--- src/rtl/ram_arb_pkg.sv ---
// Shared types and default geometry for the two-port 6116 RAM arbiter.
package ram_arb_pkg;
    localparam int AW_DEF = 11;
    localparam int DW_DEF = 8;

    typedef enum logic [1:0] {IDLE, ISSUE, COMPLETE} state_t;
endpackage

--- src/rtl/rr_arb2.sv ---
// Two-way round-robin pick: on a tie the port not granted last wins.
module rr_arb2 (
    input  logic [1:0] eligible,
    input  logic       last,
    output logic       grant,
    output logic       valid
);
    always_comb begin
        valid = |eligible;
        grant = eligible[1];
        if (eligible == 2'b11) grant = ~last;
    end
endmodule

--- src/rtl/ram_arbiter_6116.sv ---
// Serialises two requesters onto one synchronous 6116-style RAM; every
// access is IDLE -> ISSUE -> COMPLETE with all outputs registered.
module ram_arbiter_6116
    import ram_arb_pkg::*;
#(
    parameter int AW = AW_DEF,
    parameter int DW = DW_DEF
) (
    input  logic                 clk,
    input  logic                 rst_b,
    input  logic [1:0]           req,
    input  logic [1:0]           we,
    input  logic [1:0][AW-1:0]   addr,
    input  logic [1:0][DW-1:0]   wdata,
    output logic [1:0]           ack,
    output logic [1:0][DW-1:0]   rdata,
    output logic [AW-1:0]        ram_A,
    output logic [DW-1:0]        ram_Din,
    input  logic [DW-1:0]        ram_Dout,
    output logic                 ram_CS_b,
    output logic                 ram_WE_b,
    output logic                 ram_OE_b
);
    state_t              state_q, state_d;
    logic                last_q, last_d;
    logic                win_q, win_d;
    logic                wr_q, wr_d;
    logic [1:0]          ack_q, ack_d;
    logic [1:0][DW-1:0]  rdata_q, rdata_d;
    logic [AW-1:0]       a_q, a_d;
    logic [DW-1:0]       din_q, din_d;
    logic                cs_q, cs_d, web_q, web_d, oeb_q, oeb_d;

    logic [1:0] eligible;
    logic       gnt, gnt_vld;

    // A port is blind during its own ack cycle so a held req is not re-served.
    assign eligible = req & ~ack_q;

    rr_arb2 u_rr (
        .eligible (eligible),
        .last     (last_q),
        .grant    (gnt),
        .valid    (gnt_vld)
    );

    always_comb begin
        state_d = state_q;
        last_d  = last_q;
        win_d   = win_q;
        wr_d    = wr_q;
        ack_d   = 2'b00;
        rdata_d = rdata_q;
        a_d     = a_q;
        din_d   = din_q;
        cs_d    = 1'b1;
        web_d   = 1'b1;
        oeb_d   = 1'b1;
        case (state_q)
            IDLE: begin
                if (gnt_vld) begin
                    // Strobes are loaded here so they are live during ISSUE.
                    last_d  = gnt;
                    win_d   = gnt;
                    wr_d    = we[gnt];
                    a_d     = addr[gnt];
                    din_d   = wdata[gnt];
                    cs_d    = 1'b0;
                    web_d   = ~we[gnt];
                    oeb_d   = we[gnt];
                    state_d = ISSUE;
                end
            end
            ISSUE: state_d = COMPLETE;
            COMPLETE: begin
                ack_d[win_q] = 1'b1;
                if (!wr_q) rdata_d[win_q] = ram_Dout;
                state_d = IDLE;
            end
            default: state_d = IDLE;
        endcase
    end

    always_ff @(posedge clk or negedge rst_b) begin
        if (!rst_b) begin
            state_q <= IDLE;
            last_q  <= 1'b1;
            win_q   <= 1'b0;
            wr_q    <= 1'b0;
            ack_q   <= '0;
            rdata_q <= '0;
            a_q     <= '0;
            din_q   <= '0;
            cs_q    <= 1'b1;
            web_q   <= 1'b1;
            oeb_q   <= 1'b1;
        end else begin
            state_q <= state_d;
            last_q  <= last_d;
            win_q   <= win_d;
            wr_q    <= wr_d;
            ack_q   <= ack_d;
            rdata_q <= rdata_d;
            a_q     <= a_d;
            din_q   <= din_d;
            cs_q    <= cs_d;
            web_q   <= web_d;
            oeb_q   <= oeb_d;
        end
    end

    assign ack      = ack_q;
    assign rdata    = rdata_q;
    assign ram_A    = a_q;
    assign ram_Din  = din_q;
    assign ram_CS_b = cs_q;
    assign ram_WE_b = web_q;
    assign ram_OE_b = oeb_q;
endmodule
--- config.mk ---
export PLATFORM = sky130hd
export DESIGN_NAME = ram_arbiter_6116
export DESIGN_NICKNAME = d
export VERILOG_FILES = /design/src/rtl/ram_arb_pkg.sv /design/src/rtl/rr_arb2.sv /design/src/rtl/ram_arbiter_6116.sv
export SDC_FILE = /design/constraint.sdc
export NUM_CORES = 1
export LEC_CHECK = 0
export CORE_MARGIN = 3
export CORE_UTILIZATION = 41
export DETAILED_ROUTE_END_ITERATION = 8
export GPL_TIMING_DRIVEN = 0
export PLACE_DENSITY = 0.9
export SYNTH_ARGS = -nofsm -noshare
export SYNTH_HDL_FRONTEND = slang
export SYNTH_HIERARCHICAL = 1
export SYNTH_SLANG_ARGS = --single-unit
--- constraint.sdc ---
create_clock -name clk -period 2.2 [get_ports clk]
set_clock_uncertainty 0.2 [all_clocks]
set_input_delay 0.44 -clock clk [delete_from_list [all_inputs] [get_ports clk]]
set_output_delay 0.44 -clock clk [all_outputs]
set_load 0.05 [all_outputs]
==> impl_metrics.json, run 1 <==
{
  "status": "completed",
  "p_seq_frac": 0.296,
  "leakagePower_nw": 1.27,
  "fin_cells": 277,
  "place_area_um2": 2950,
  "max_stage_delay_ns": 0.45,
  "n_antenna_cell": 0,
  "drive_gt1_frac": 0.364,
  "synth.cell_area_um2": 1950,
  "portBuffers": 91,
  "ys_seq_area_frac": 0.580,
  "r2r_end": "ram_A[8]",
  "tightest_slew_ns": 0.604,
  "fin_area_um2": 3080,
  "synth.area.top_cells": "dfrtp_1 (53%), mux2_2 (32%), dfstp_2 (5.4%), buf_6 (1.7%), nor4b_4 (1.2%)",
  "grtUsageTotal": 0.159,
  "switching_share": 0.453,
  "first_pass_iters": 4,
  "end_kind": "flip-flop",
  "drc": 0,
  "fin_crit_ns": 2.17,
  "grt_pass1_vias": 1493,
  "post-dp-hpwl_mm": 3.36,
  "power_frac_clock": 0.100,
  "initial_core_util": 0.436,
  "synth-seq-cells": 45,
  "cp_cell_sequence": "clkdlybuf4s50_1 -> nor2b_1 -> a21boi_4 -> buf_4 -> mux2_2 -> mux2_2",
  "worstPathArrival_ns": 2.14,
  "ff2ff_setup_slack_ns": 0.27,
  "core_um2": 4470,
  "synth_top_cell_by_area": "dfrtp_1",
  "worst_path_max_delay_cell": "clkdlybuf4s50_1",
  "rr_startpoint": "ack[1]",
  "clockRootBuffer": "clkbuf_8",
  "cts_made_buffers": 5,
  "tritoncts": "built",
  "reg2reg_depth": 5,
  "dieArea_um2": 5620,
  "ys_types": 18,
  "yosys_warnings": 6,
  "grt_pass1_wl_mm": 6.74,
  "cts_buffer_depth": 2,
  "rows": 24,
  "clk_pin_slew_worst_paths_ns": 0.07,
  "htreeDepth": 2,
  "setup_viol": 0,
  "worstHoldStart": "ram_A[3]",
  "holdPathEnd": "ram_A[3]",
  "path_max_fanout": 10,
  "path_buf_inv": 2,
  "p_sw_mw": 2.30,
  "cp_top_family": "buffers and inverters",
  "clkSinkCount": 45,
  "hold_depth": 1,
  "fp.dieW_um": 75.0,
  "final_util": 0.688,
  "path_class": "input pin to flip-flop",
  "grt_max_degree": 26,
  "cp-start-kind": "input pin",
  "period_share": 0.986,
  "avgSynthCellArea_um2": 16.0,
  "wl_per_cell_um": 15.6,
  "required_ns": 2.17,
  "final_nets": 276,
  "numPlacedInstances": 266,
  "p_int_mw": 2.77,
  "clock.fmax_ghz": 0.461,
  "n_fill_cell": 326,
  "cp_common_cell": "mux2_2",
  "grt_antenna_before_repair": 0,
  "clock_latency_ns": 0.29,
  "powerDensity_nw_per_um2": 1650,
  "hold_violations": 0,
  "die_height_um": 75.0,
  "antenna_left": 0,
  "relSlewSlack": 0.596,
  "area_growth_pct": 57.9,
  "grt_setup_unrepaired": "true",
  "drt_first_iter_violations": 51,
  "yosys.area.top_type_share": 0.526,
  "gp_congestion": 0.688,
  "power_frac_comb": 0.604,
  "ioPinCount": 92,
  "grt-ovfl-total": 0,
  "syn_nets": 174,
  "syn_inst": 122,
  "ir_worst_vdd_mv": 0.914,
  "vias_per_cell": 4.92,
  "maxCapViolCount": 0,
  "postRouteWirelength_mm": 4.33,
  "drv_slew": 0,
  "hp-class": "flip-flop to flip-flop",
  "vias": 1363
}
## cell usage in the layout (no fill, tap or decap), types with 2 or more instances in the layout
master,netlist,layout
clkbuf_8,0,6
clkbuf_1,0,2
inv_1,2,2
mux2_2,56,56
buf_6,3,3
dlygate4sd2_1,0,3
dfrtp_1,41,41
buf_4,0,4
dfstp_2,4,4
clkdlybuf4s50_1,0,87
mux2i_1,2,2
## worst max-delay path by stage
stage	from	to	slack [ns]	cells past startpoint
2_1_floorplan	ack[1]	ram_A[0]	0.04	5
4_1_cts	req[1]	ram_A[8]	0.001	6
3_5_place_dp	req[1]	ram_A[8]	-0.50	6
3_3_place_gp	rst_b	rdata[3]	-0.65	1
5_1_grt	req[1]	ram_A[8]	-0.002	6
6_report	req[1]	ram_A[8]	0.03	6
## power groups by stage
stage          combinational (mW)  sequential [mW]  clock (mW)
3_3_place_gp                 3.01             1.48           0
4_1_cts                      3.09             1.50       0.524
2_1_floorplan               0.778             2.76           0
3_5_place_dp                 3.06             1.52           0
5_1_grt                      3.20             1.57       0.554
6_report                     3.06             1.50       0.508
## cell usage after synthesis
library cell,count
and2b_2,1
a21boi_1,1
nand2b_1,1
inv_1,2
dfrtp_1,41
mux2_2,56
and4bb_2,1
and3b_2,1
mux2i_1,2
nand2_1,1
nor3b_1,1
or2_1,1
nor3b_4,1
dfstp_2,4
buf_2,2
nor2b_1,2
buf_6,3
nor4b_4,1
## sequential cells by signal (all words and copies together) (netlist names), 2 cells and up
| name | flops |
|---|---|
| ack | 2 |
| state_q | 2 |
| ram_A | 11 |
| rdata | 16 |
| ram_Din | 8 |
## cells by family (layout without fill, tap and decap cells)
family                 count (synthesis)  after routing  share of synthesized area
muxes                                 58             58                      0.334
AOI/OAI and AO/OA                      1              1                    0.00385
DFF                                   45             45                      0.580
and+or+nand+nor                       11             11                     0.0564
buffers and inverters                  7            110                     0.0263
## through the flow
step / hold slack, ns / power, mW / TNS, ns / setup slack, ns
floorplan: -0.0556 / 3.54 / 0 / 0.0403
global placement: 0.288 / 4.49 / -36.80 / -0.651
detailed placement: 0.254 / 4.57 / -9.42 / -0.496
CTS: 0.311 / 5.12 / 0 / 0.000960
global route: 0.317 / 5.32 / -0.00236 / -0.00236
finish: 0.306 / 5.07 / 0 / 0.0307
## layout make-up
class / instances / area, µm² / share of cell area
buffer: 5 / 48.8 / 0.0158
multi-input combinational: 70 / 782 / 0.254
sequential: 45 / 1130 / 0.367
inverter: 2 / 7.51 / 0.00244
tap: 52 / 65.1 / 0.0211
timing repair buffer: 95 / 955 / 0.310
clock buffer: 8 / 90.1 / 0.0293
## worst register-to-register path: cells and delay by family (launching register included)
family | cells | cell delay (ns)
mux | 2 | 0.62
simple gates | 1 | 0.15
buf+inv | 1 | 0.22
flops | 1 | 0.38
compound gates | 1 | 0.24
## metal layers
layer | up-vias | part of all wire | global-route usage
met1 | 650 | 0.39 | 0.179
met5 | - | 0 | 0
met2 | 72 | 0.47 | 0.275
met3 | 3 | 0.13 | 0.0721
li1 | 638 | - | -
met4 | 0 | 0.0065 | 0.0415
## repair_timing
| item | 4_1_cts | 5_1_grt |
|---|---|---|
| setup endpoints to repair | 20 | 17 |
| resized for setup | 6 | 2 |
| hold endpoints to repair | 19 | 0 |
| setup buffers | 2 | 0 |
| hold buffers | 1 | 0 |
Note: power is estimated with default switching activity, not from simulation.
==> run 2, diff against run 1 <==
Settings changed: CORE_UTILIZATION 41 to 44, PLACE_DENSITY 0.9 to 0.95, SKIP_CTS_REPAIR_TIMING from default to 1.
Clock period 2.2 ns to 2.6 ns, I/O delays scaled along.
==> impl_metrics.json, run 2 (same netlist as run 1, synthesis figures left out) <==
{
  "largest_reg_flops": 16,
  "path_max_fanout": 10,
  "wl_per_cell_um": 16.2,
  "hp-class": "flip-flop to flip-flop",
  "cts_made_buffers": 5,
  "htreeDepth": 2,
  "vias": 1367,
  "cts_buffer_depth": 2,
  "max_stage_delay_ns": 0.45,
  "powerDensity_nw_per_um2": 1400,
  "end_kind": "flip-flop",
  "cp_cell_sequence": "clkdlybuf4s50_1 -> nor2b_1 -> a21boi_1 -> buf_2 -> mux2_2 -> mux2_2",
  "place_area_um2": 2940,
  "drive_gt1_frac": 0.359,
  "dieArea_um2": 5270,
  "postRouteWirelength_mm": 4.43,
  "final_util": 0.736,
  "die_height_um": 72.6,
  "tightest_slew_ns": 0.585,
  "period_share": 0.933,
  "drv_slew": 0,
  "leakagePower_nw": 1.26,
  "grt-ovfl-total": 0,
  "fin_crit_ns": 2.43,
  "clockRootBuffer": "clkbuf_8",
  "ir_worst_vdd_mv": 0.990,
  "hold_violations": 0,
  "fin_area_um2": 3050,
  "status": "completed",
  "worst_path_max_delay_cell": "clkdlybuf4s50_1",
  "tritoncts": "built",
  "fp.dieW_um": 72.6,
  "clkSinkCount": 45,
  "path_class": "input pin to flip-flop",
  "grt_pass1_vias": 1502,
  "relSlewSlack": 0.608,
  "grt_antenna_before_repair": 0,
  "grt_setup_unrepaired": "false",
  "rows": 23,
  "cp-start-kind": "input pin",
  "clock.fmax_ghz": 0.412,
  "first_pass_iters": 4,
  "grt_max_degree": 32,
  "antenna_left": 0,
  "drt_first_iter_violations": 34,
  "area_growth_pct": 56.4,
  "post-dp-hpwl_mm": 3.47,
  "ioPinCount": 92,
  "final_nets": 274,
  "setup_viol": 0,
  "drc": 0,
  "hold_depth": 1,
  "vias_per_cell": 5.01,
  "core_um2": 4140,
  "portBuffers": 91,
  "final_cell_mix": "clkdlybuf4s50_1 (90), mux2_2 (56), dfrtp_1 (41)",
  "required_ns": 2.57,
  "worstPathArrival_ns": 2.40,
  "reg2reg_depth": 5,
  "final_common_cell": "clkdlybuf4s50_1",
  "gp_congestion": 0.684,
  "clock_latency_ns": 0.28,
  "initial_core_util": 0.471,
  "n_antenna_cell": 0,
  "cp_common_cell": "mux2_2",
  "grt_pass1_wl_mm": 7.04,
  "maxCapViolCount": 0,
  "clk_pin_slew_worst_paths_ns": 0.08,
  "grtUsageTotal": 0.173
}
-- run 2: changes by cell type in the layout (fill, tap and decap cells not counted), sizes merged --
cell	previous run	this run
clkdlybuf4s50	87	90
clkbuf	8	7
dlygate4sd2	3	0
clkinv	0	1
buf	9	7
-- run 2: critical path: cells and delay by family --
kind            cells  cell delay (ns)
buf+inv             2             0.79
mux                 2             0.64
compound gates      1             0.32
simple gates        1             0.13
-- run 2: worst paths after layout --
path                       slack [ns]       start          to
min                              0.31  ram_Din[6]  ram_Din[6]
max reg2reg                      0.49      ack[1]    ram_A[7]
max                              0.17      req[1]    ram_A[7]
min reg2reg                      0.31  ram_Din[6]  ram_Din[6]
min in group asynchronous        0.48       rst_b  ram_Din[4]
max in group asynchronous        1.18       rst_b      last_q
-- run 2: final cells by class --
cell class              instances  area [µm²]
clock inverters                 1        5.00
fillers                       286        1090
flip-flops and latches         45        1130
plain buffers                   5        43.8
repair buffers                 93         936
multi-input cells              70         768
inverters                       2        7.51
clock buffers                   7        96.3
well taps                      50        62.6
-- run 2: metal layers --
| layer | global-route usage | part of all wire | up-vias |
|---|---|---|---|
| li1 | - | - | 631 |
| met1 | 0.194 | 0.40 | 658 |
| met2 | 0.295 | 0.46 | 76 |
| met3 | 0.0909 | 0.14 | 2 |
| met4 | 0.0369 | 0.0018 | 0 |
| met5 | 0 | 0 | - |
-- run 2: through the flow --
stage | hold WS [ns] | setup slack [ns] | instances | total power, mW | setup TNS [ns]
after detailed placement | 0.246 | -0.145 | 264 | 3.86 | -2.01
after floorplan | 0.0244 | 0.440 | 122 | 3.00 | 0
after CTS | -0.0711 | 0.150 | 272 | 4.32 | 0
after global routing | 0.318 | 0.0449 | 273 | 4.49 | 0
final | 0.308 | 0.173 | 273 | 4.28 | 0
after global placement | 0.288 | -0.362 | 263 | 3.80 | -16.75
-- run 2: power by group --
| part | internal (mW) | switching [mW] | total [mW] |
|---|---|---|---|
| sequential | 1.06 | 0.202 | 1.26 |
| clock | 0.240 | 0.216 | 0.456 |
| combinational | 1.05 | 1.52 | 2.56 |
| total | 2.35 | 1.93 | 4.28 |
==> run 3, diff against run 2 <==
Settings changed: CORE_MARGIN 3 to default.
==> impl_metrics.json, run 3 (same netlist as run 1, synthesis figures left out) <==
{
  "status": "completed",
  "end_kind": "flip-flop",
  "final_common_cell": "clkdlybuf4s50_1",
  "clk_pin_slew_worst_paths_ns": 0.08,
  "powerDensity_nw_per_um2": 1420,
  "gp_congestion": 0.671,
  "ir_worst_vdd_mv": 0.930,
  "drv_slew": 0,
  "required_ns": 2.58,
  "p_total_mw": 4.34,
  "numPlacedInstances": 264,
  "cts_buffer_depth": 2,
  "worstPathArrival_ns": 2.42,
  "initial_core_util": 0.474,
  "place_area_um2": 2940,
  "grt_antenna_before_repair": 0,
  "final_util": 0.745,
  "core_um2": 4120,
  "relSlewSlack": 0.594,
  "setup_viol": 0,
  "clkSinkCount": 45,
  "tightest_slew_ns": 0.607,
  "grtUsageMet1": 0.197,
  "top_usage_layer": "met2",
  "path_class": "input pin to flip-flop",
  "wl_per_cell_um": 14.8,
  "drc": 0,
  "post-dp-hpwl_mm": 3.19,
  "drive_gt1_frac": 0.354,
  "clock.fmax_ghz": 0.410,
  "vias_per_cell": 4.99,
  "maxCapViolCount": 0,
  "portBuffers": 91,
  "cp-start-kind": "input pin",
  "hold_ws_ns": 0.308,
  "hold_violations": 0,
  "leakagePower_nw": 1.26,
  "clockRootBuffer": "clkbuf_8",
  "met3_usage": 0.0789,
  "cts_made_buffers": 5,
  "fin_cells": 273,
  "first_pass_iters": 4,
  "period_share": 0.938,
  "rows": 23,
  "dieArea_um2": 4700,
  "grtUsageTotal": 0.186,
  "fp.dieW_um": 68.6,
  "fin_area_um2": 3070,
  "drt_first_iter_violations": 22,
  "antenna_left": 0,
  "path_max_fanout": 10,
  "grt_use_met2": 0.330,
  "area_growth_pct": 57.2,
  "n_antenna_cell": 0,
  "postRouteWirelength_mm": 4.04,
  "hp-class": "flip-flop to flip-flop",
  "final_nets": 274,
  "grt_pass1_wl_mm": 6.25,
  "grt-ovfl-total": 0,
  "ioPinCount": 92,
  "largest_reg_flops": 16,
  "final_cell_mix": "clkdlybuf4s50_1 (90), mux2_2 (56), dfrtp_1 (41)",
  "grt_max_degree": 43,
  "vias": 1362,
  "die_height_um": 68.6,
  "clock_latency_ns": 0.29,
  "n_fill_cell": 286,
  "grt_pass1_vias": 1405,
  "htreeDepth": 2,
  "grt_setup_unrepaired": "false",
  "tritoncts": "built",
  "fin_crit_ns": 2.44
}
==> run 3: cell count changes in the layout (fill, tap and decap cells not counted), sizes merged <==
cell | before | now
bufinv | 0 | 1
clkinv | 1 | 0
==> run 3: power breakdown <==
group          leakage (nW)  switching [mW]  internal [mW]  total (mW)
combinational         0.671            1.50           1.05        2.55
clock                0.0585           0.217          0.313       0.530
sequential            0.534           0.198           1.06        1.26
==> run 3: worst paths after layout <==
kind | startpoint | endpoint | slack [ns] | depth (start not counted)
setup / recovery | req[1] | ram_A[8] | 0.16 | 6
hold / removal | ram_A[1] | ram_A[1] | 0.31 | 1
setup reg to reg | ack[1] | ram_A[8] | 0.46 | 5
hold reg to reg | ram_A[1] | ram_A[1] | 0.31 | 1
max in group asynchronous | rst_b | ram_OE_b | 1.32 | 3
min in group asynchronous | rst_b | rdata[12] | 0.39 | 2
==> run 3: layout make-up <==
type                            instances  area, µm²  area share
Buffer                                  5       43.8      0.0143
Sequential cell                        45       1130       0.369
Timing Repair Buffer                   93        936       0.305
Multi-Input combinational cell         70        768       0.251
Clock inverter                          1       30.0     0.00980
Clock buffer                            7       86.3      0.0282
Tap cell                               50       62.6      0.0204
Inverter                                2       7.51     0.00245
==> run 3: worst max-delay path: stages <==
cell	delay, ns
clkdlybuf4s50_1	0.44
nor2b_1	0.15
a21boi_1	0.35
buf_2	0.33
mux2_2	0.37
mux2_2	0.26
==> run 3: stage by stage <==
stage	TNS, ns	worst slack [ns]
2_1_floorplan	0	0.440
5_1_grt	0	0.0554
3_3_place_gp	-15.11	-0.326
3_5_place_dp	-2.31	-0.150
4_1_cts	0	0.165
6_report	0	0.160
==> run 3: layer usage <==
layer  vias to the layer above  share of wire
met3                         7           0.12
li1                        629              -
met1                       654           0.37
met5                         -              0
met2                        72           0.51
met4                         0          0.012
